[config.mk]
export PLATFORM = sky130hd
export DESIGN_NAME = vga_timing_generator
export DESIGN_NICKNAME = d
export VERILOG_FILES = /design/src/rtl/vga_timing_generator_pkg.sv /design/src/rtl/vga_axis_counter.sv /design/src/rtl/vga_timing_generator.sv
export SDC_FILE = /design/constraint.sdc
export NUM_CORES = 1
export LEC_CHECK = 0
export BUFFER_PORTS_ARGS = -buffer_cell sky130_fd_sc_hd__buf_2
export CAP_MARGIN = 25
export CORE_ASPECT_RATIO = 0.6
export CORE_MARGIN = 5
export CORE_UTILIZATION = 31
export DETAILED_ROUTE_END_ITERATION = 6
export HOLD_SLACK_MARGIN = 0.06
export MAX_ROUTING_LAYER = met4
export PLACE_DENSITY_LB_ADDON = 0.05
export SYNTH_ARGS = -nofsm -noshare
export SYNTH_HDL_FRONTEND = slang
export SYNTH_HIERARCHICAL = 1
export SYNTH_SLANG_ARGS = --single-unit
[constraint.sdc]
create_clock -name CLOCK_25 -period 5.3 [get_ports CLOCK_25]
set_input_delay 1.06 -clock CLOCK_25 [delete_from_list [all_inputs] [get_ports CLOCK_25]]
set_output_delay 1.06 -clock CLOCK_25 [all_outputs]
set_load 0.01 [all_outputs]
[src/rtl/vga_timing_generator_pkg.sv]
// Shared VGA 640x480@60 timing constants and small helpers, imported by the
// timing generator and by the image generator so both agree on the frame size.
package vga_timing_generator_pkg;

  localparam int unsigned CNT_W        = 12;

  localparam int unsigned FRAME_WIDTH  = 640;
  localparam int unsigned FRAME_HEIGHT = 480;

  localparam int unsigned H_VISIBLE    = FRAME_WIDTH;
  localparam int unsigned H_FRONT      = 16;
  localparam int unsigned H_SYNC       = 96;
  localparam int unsigned H_BACK       = 48;
  localparam int unsigned H_TOTAL      = H_VISIBLE + H_FRONT + H_SYNC + H_BACK;

  localparam int unsigned V_VISIBLE    = FRAME_HEIGHT;
  localparam int unsigned V_FRONT      = 10;
  localparam int unsigned V_SYNC       = 2;
  localparam int unsigned V_BACK       = 33;
  localparam int unsigned V_TOTAL      = V_VISIBLE + V_FRONT + V_SYNC + V_BACK;

  typedef logic [CNT_W-1:0] cnt_t;
  typedef logic [2:0]       color_t;

  // Per-pixel control bits that travel down the pipeline next to the colour.
  typedef struct packed {
    logic blank;
    logic hsync;
    logic vsync;
  } sync_bits_t;

  // Convert an internal active-high sync flag to the pin level.
  function automatic logic sync_level(input logic asserted, input logic active_low);
    return asserted ^ active_low;
  endfunction

endpackage

[src/rtl/vga_axis_counter.sv]
// One axis of the raster: a wrapping position counter plus decode of the
// visible and sync windows. Used once for pixels and once for lines.
module vga_axis_counter
  import vga_timing_generator_pkg::*;
#(
  parameter int unsigned VISIBLE = 640,
  parameter int unsigned FRONT   = 16,
  parameter int unsigned SYNC    = 96,
  parameter int unsigned BACK    = 48
) (
  input  logic clk,
  input  logic rst,
  input  logic en,
  output cnt_t count,
  output logic carry,
  output logic visible,
  output logic sync_win
);

  localparam int unsigned TOTAL = VISIBLE + FRONT + SYNC + BACK;
  localparam cnt_t LAST       = cnt_t'(TOTAL - 1);
  localparam cnt_t VIS_END    = cnt_t'(VISIBLE);
  localparam cnt_t SYNC_START = cnt_t'(VISIBLE + FRONT);
  localparam cnt_t SYNC_STOP  = cnt_t'(VISIBLE + FRONT + SYNC);

  cnt_t count_q;
  cnt_t count_d;
  logic at_last;

  // Advance when enabled; wrap to zero after the last position.
  always_comb begin
    at_last = (count_q == LAST);
    carry   = en && at_last;
    count_d = count_q;
    if (en) begin
      count_d = at_last ? '0 : count_q + cnt_t'(1);
    end
  end

  // Position register.
  always_ff @(posedge clk or posedge rst) begin
    if (rst) begin
      count_q <= '0;
    end else begin
      count_q <= count_d;
    end
  end

  assign count    = count_q;
  assign visible  = (count_q < VIS_END);
  assign sync_win = (count_q >= SYNC_START) && (count_q < SYNC_STOP);

endmodule

[src/rtl/vga_timing_generator.sv]
// VGA raster timing: counters -> registered x/y/frame_start (stage 1) ->
// colour/sync/blank registered together (stage 2) so RGB and sync line up.
module vga_timing_generator
  import vga_timing_generator_pkg::*;
#(
  parameter int unsigned H_VISIBLE       = vga_timing_generator_pkg::H_VISIBLE,
  parameter int unsigned H_FRONT         = vga_timing_generator_pkg::H_FRONT,
  parameter int unsigned H_SYNC          = vga_timing_generator_pkg::H_SYNC,
  parameter int unsigned H_BACK          = vga_timing_generator_pkg::H_BACK,
  parameter int unsigned V_VISIBLE       = vga_timing_generator_pkg::V_VISIBLE,
  parameter int unsigned V_FRONT         = vga_timing_generator_pkg::V_FRONT,
  parameter int unsigned V_SYNC          = vga_timing_generator_pkg::V_SYNC,
  parameter int unsigned V_BACK          = vga_timing_generator_pkg::V_BACK,
  parameter bit          SYNC_ACTIVE_LOW = 1'b1
) (
  input  logic   CLOCK_25,
  input  logic   RESET,
  input  color_t color,
  output cnt_t   x,
  output cnt_t   y,
  output logic   vga_r,
  output logic   vga_g,
  output logic   vga_b,
  output logic   hsync,
  output logic   vsync,
  output logic   blank,
  output logic   frame_start
);

  cnt_t h_count;
  cnt_t v_count;
  logic h_carry;
  logic v_carry;
  logic h_vis;
  logic v_vis;
  logic h_sync_win;
  logic v_sync_win;

  vga_axis_counter #(
    .VISIBLE (H_VISIBLE),
    .FRONT   (H_FRONT),
    .SYNC    (H_SYNC),
    .BACK    (H_BACK)
  ) u_h_axis (
    .clk      (CLOCK_25),
    .rst      (RESET),
    .en       (1'b1),
    .count    (h_count),
    .carry    (h_carry),
    .visible  (h_vis),
    .sync_win (h_sync_win)
  );

  vga_axis_counter #(
    .VISIBLE (V_VISIBLE),
    .FRONT   (V_FRONT),
    .SYNC    (V_SYNC),
    .BACK    (V_BACK)
  ) u_v_axis (
    .clk      (CLOCK_25),
    .rst      (RESET),
    .en       (h_carry),
    .count    (v_count),
    .carry    (v_carry),
    .visible  (v_vis),
    .sync_win (v_sync_win)
  );

  logic       active;
  cnt_t       x_q, x_d;
  cnt_t       y_q, y_d;
  logic       frame_start_q, frame_start_d;
  logic       origin_q, origin_d;
  sync_bits_t s1_q, s1_d;
  sync_bits_t s2_q, s2_d;
  color_t     rgb_q, rgb_d;

  // Next values for both pipeline stages. origin tracks "counters are at 0,0"
  // (true out of reset and after a full-frame carry), avoiding a wide compare.
  always_comb begin
    active        = h_vis && v_vis;
    x_d           = active ? h_count + cnt_t'(1) : '0;
    y_d           = active ? v_count + cnt_t'(1) : '0;
    origin_d      = v_carry;
    frame_start_d = origin_q && active;
    s1_d.blank    = !active;
    s1_d.hsync    = h_sync_win;
    s1_d.vsync    = v_sync_win;
    s2_d          = s1_q;
    rgb_d         = s1_q.blank ? '0 : color;
  end

  // Pipeline registers; reset leaves sync inactive and the screen blanked.
  always_ff @(posedge CLOCK_25 or posedge RESET) begin
    if (RESET) begin
      x_q           <= '0;
      y_q           <= '0;
      frame_start_q <= 1'b0;
      origin_q      <= 1'b1;
      s1_q          <= '{blank: 1'b1, hsync: 1'b0, vsync: 1'b0};
      s2_q          <= '{blank: 1'b1, hsync: 1'b0, vsync: 1'b0};
      rgb_q         <= '0;
    end else begin
      x_q           <= x_d;
      y_q           <= y_d;
      frame_start_q <= frame_start_d;
      origin_q      <= origin_d;
      s1_q          <= s1_d;
      s2_q          <= s2_d;
      rgb_q         <= rgb_d;
    end
  end

  assign x           = x_q;
  assign y           = y_q;
  assign frame_start = frame_start_q;
  assign vga_r       = rgb_q[2];
  assign vga_g       = rgb_q[1];
  assign vga_b       = rgb_q[0];
  assign blank       = s2_q.blank;
  assign hsync       = sync_level(s2_q.hsync, SYNC_ACTIVE_LOW);
  assign vsync       = sync_level(s2_q.vsync, SYNC_ACTIVE_LOW);

endmodule

==> results.md <==
- The number of flip-flops and latches in the synthesized netlist is 59.
- The initial DRC count is ~170.
- For this run, the top clock speed supported by timing is 368 MHz.
- The endpoint of the worst register-to-register path is u_v_axis/count[9].
- Max-cap violations in this run came to 0.
- The required arrival time at the worst endpoint is 5.57 ns.
- The cell type with the largest total area after synthesis is dfrtp_1.
- After clock tree synthesis, the clock-pin slew on the worst setup and hold paths is about 0.060 ns.
- The maximum vdd ir drop is about 0.17 mV.
- Setup repair after global routing left no endpoint under its margin.
- The net count after synthesis is ~280.
- The layout has 907 filler cells.
- Across every metal layer, demand over resource in global routing totals 14.3%.
- The slew at the pin closest to its max-slew limit is ~0.89 ns.
- The number of vias per cell is ~5.1.
- The floorplan die area is 11200 sq um.
- The total count of max-transition violations in the final report was 0.
- Synthesis handed over a netlist of 265 instances.
- Setup slack on the worst reg-to-reg path comes out at 2.58 ns.
- The arrival time at the worst endpoint is 2.99 ns.
- The first-pass iteration count of the detailed router is 4.
- The number of enable-type register cells in the synthesized netlist is 0.
- The number of warnings printed during yosys synthesis is 6.
- The number of global-route vias before repair is 2101.
- The final layout contains routed wiring with a total length of 7200 um.
- Before CTS, the worst setup slack after placement is 2.60 ns.
- The synthesized area is 2840 sq um.
- The post-route netlist has around a quarter of its cells at a drive strength greater than 1.
- The flow ran to the end, and the final reports show no timing, DRC or antenna violations.
- The vertical die dimension is 84.1 um.
- The count of cells along the worst register-to-register path is 5.
- The share of the synthesized area in the top cell type is around half.
- The type of origin of the critical path is a flip-flop.
- The antenna diode count is 0.
- STA classifies the critical path endpoint as a flip-flop.
- The critical path is of the flip-flop to flip-flop type.
- The final layout contains 319 nets.
- The most critical setup path has its endpoint at u_v_axis/count[9].
- The number of clock sinks seen by CTS is 59.
- The number of different library cells used by synthesis comes to 52.
- The number of endpoints with negative hold slack in the final report is 0.
- The final-layout setup total negative slack is 0 ns.
- The initial core utilization is around 31%.
- Headroom to the max-slew limit came out at 40.6%.
- The clock reaches the later pin of the worst-skew pair after 0.34 ns.
- For this run, the leading register cell type out of synthesis is dfrtp_1.
- The number of nets with antenna violations after routing is 0.
- The most critical setup path has its startpoint at u_h_axis/count[7].
- The core region is 9050 sq um.
- The path class of the lowest-slack min-delay path is flip-flop to flip-flop.
- The synthesized area per cell is roughly 11 sq um.
- The per-cell routed wire length is around 17 um.
- The total I/O pin count is 36.
- The worst-path maximum fanout is 13.
- On the final layout, the worst clock skew is 0.00646 ns.
- The row count is 27.
- The startpoint identified for the worst register-to-register timing path is u_h_axis/count[7].
- The pin count of the biggest net entering global routing is 33.
- TritonCTS created 9 clock buffers.
- For this block, the via count after detailed routing is 2169.
- For this run, the share of the core covered by cells in the final layout is 37.9%.
- The sum of overflow across all layers after global routing is 0.
- The clock tree synthesis step divided the H-tree into 3 levels.
- Dividing total power by cell area gives a power density of ~380 nW/um^2.
- The first global-routing pass estimated ~12000 um of wire.
- Of the synthesized area, sequential elements account for 52.2%.
- The fraction of registers with async set or reset after synthesis is between 90% and 100%.
- CTS placed an instance of clkbuf_16 at the clock tree root.
- Setup violations remaining at the end of the flow were counted as 0.
- The number of antenna violations at the first check in global routing is 0.
- The DRC violation count after routing is 0.
- The die is 133 um wide.
- The period utilization is 51.3%.
- The number of port buffers is 35.
- Sorting the synthesized cells by area gives the leading types as dfrtp_1, xor2_1, a21oi_1.
- In this run the deepest clock path goes through 2 buffers.
- The number of gates given a new drive strength after cts is 0.
- TritonCTS built the clock tree.
- At the end of routability-driven placement, the weighted congestion stood at 0.820.
- The final critical path time including I/O delays and setup is 2.72 ns.
- The number of buffers added to fix hold violations after cts is 0.
- The wire-length estimate of the detail-placed layout is 4960 um.
- The smallest setup slack after layout is 2.58 ns.
- The leakage dissipation is 1.52 nW.
- The layout overhead on the synthesized area is 20.8%.
- Buffers added to address setup during post-CTS repair amount to 0.
## flip-flops by register name, indices dropped and copies added (netlist names)
| signal | count |
|---|---|
| frame_start | 1 |
| y | 12 |
| s2_q | 2 |
| x | 12 |
| u_v_axis/count | 12 |
| u_h_axis/count | 12 |
| blank | 1 |
| rgb_q | 3 |
| s1_q | 3 |
| origin_q | 1 |
## cells by family (layout without fill, tap and decap cells)
| family | count (synthesis) | in the layout | share of synthesized area [%] |
|---|---|---|---|
| buffers and inverters | 23 | 71 | 3.13 |
| flip-flops | 59 | 59 | 52.2 |
| multiplexers | 2 | 2 | 0.750 |
| other | 1 | 1 | 0.132 |
| XOR/XNOR | 18 | 18 | 5.56 |
| AND/OR/NAND/NOR | 110 | 110 | 25.8 |
| adder cells (fa/ha/maj) | 6 | 6 | 2.65 |
| AO/OA/AOI/OAI | 46 | 46 | 9.75 |
## area by class of cell
cell class | instances | area [sq um] | area share [%]
Sequential cell | 59 | 1480 | 43.2
Tap cell | 116 | 145 | 4.24
Clock inverter | 6 | 41.3 | 1.20
Inverter | 19 | 71.3 | 2.08
Multi-Input combinational cell | 183 | 1270 | 37.0
Timing Repair Buffer | 36 | 183 | 5.33
Clock buffer | 10 | 239 | 6.97
## how the worst min path moves through the flow
stage / start / end / slack (ns) / cells after the start
final: s1_q[1] / s2_q[1] / 0.35 / 0
after global routing: s1_q[1] / s2_q[1] / 0.35 / 0
after CTS: s1_q[1] / s2_q[1] / 0.35 / 0
after detailed placement: s1_q[1] / s2_q[1] / 0.34 / 0
after global placement: s1_q[1] / s2_q[1] / 0.34 / 0
after floorplan: s1_q[0] / s2_q[0] / 0.33 / 0
## synth_stat cells, drive strengths merged, types with 2 or more instances
cell,number
nor4,8
a21oi,17
nand4,8
o21ai,13
buf,3
xnor2,5
o22ai,2
or3,11
dfstp,3
nand2b,3
nor2b,4
nand2,18
o31ai,9
and3,3
nand3,19
nor3,9
nor2,10
inv,19
ha,6
xor2,13
or4,10
dfrtp,56
## stage by stage
stage | area (sq um) | power [mW] | cells | hold WS [ns]
after floorplan | 2840 | 0.686 | 265 | 0.331
after detailed placement | 3150 | 0.760 | 413 | 0.336
after global placement | 3150 | 0.762 | 413 | 0.339
final | 3430 | 1.30 | 429 | 0.348
after global routing | 3430 | 1.37 | 429 | 0.351
after CTS | 3430 | 1.31 | 429 | 0.349
## power by group
part           leakage, nW  switching [mW]  internal (mW)
sequential           0.730          0.0673          0.497
clock                0.130           0.218          0.327
combinational        0.664           0.113         0.0740
## layout by cell type (no fill, tap or decap), types with 2 or more instances in the layout
cell and count:
nor3_1 8, dfstp_2 3, buf_2 35, nand3_1 16, inv_1 19, nor4_2 3
a21oi_1 16, nor2b_1 4, o22ai_1 2, clkinv_2 2, nand2_1 17, o21ai_0 10
nor4_4 2, ha_1 6, or4_1 8, o31ai_1 9, dfrtp_1 56, or3_1 9
nand4_1 7, nand2b_1 3, xor2_1 13, nor2_1 10, clkinvlp_4 3, and3_1 3
nand3_4 2, clkbuf_16 9, nor4_1 3, o21ai_1 3, xnor2_1 5
## layer usage
layer  vias to the layer above  track usage [%]  share of wire, %  wire (um)
met2                        55             16.4                34       2460
li1                       1052                -                 -          -
met4                         0             5.04               1.5        110
met5                         -                -                 0          0
met1                      1053             21.5                57       4090
met3                         9             5.96               7.5        543
## worst max-delay path: stages (launching register included)
cell and delay (ns):
dfrtp_1 0.51, or3_4 0.46, nor4_4 0.64, nand3_1 0.35, or4_4 0.57, a21oi_2 0.13
(Power assumes the default switching activity.)
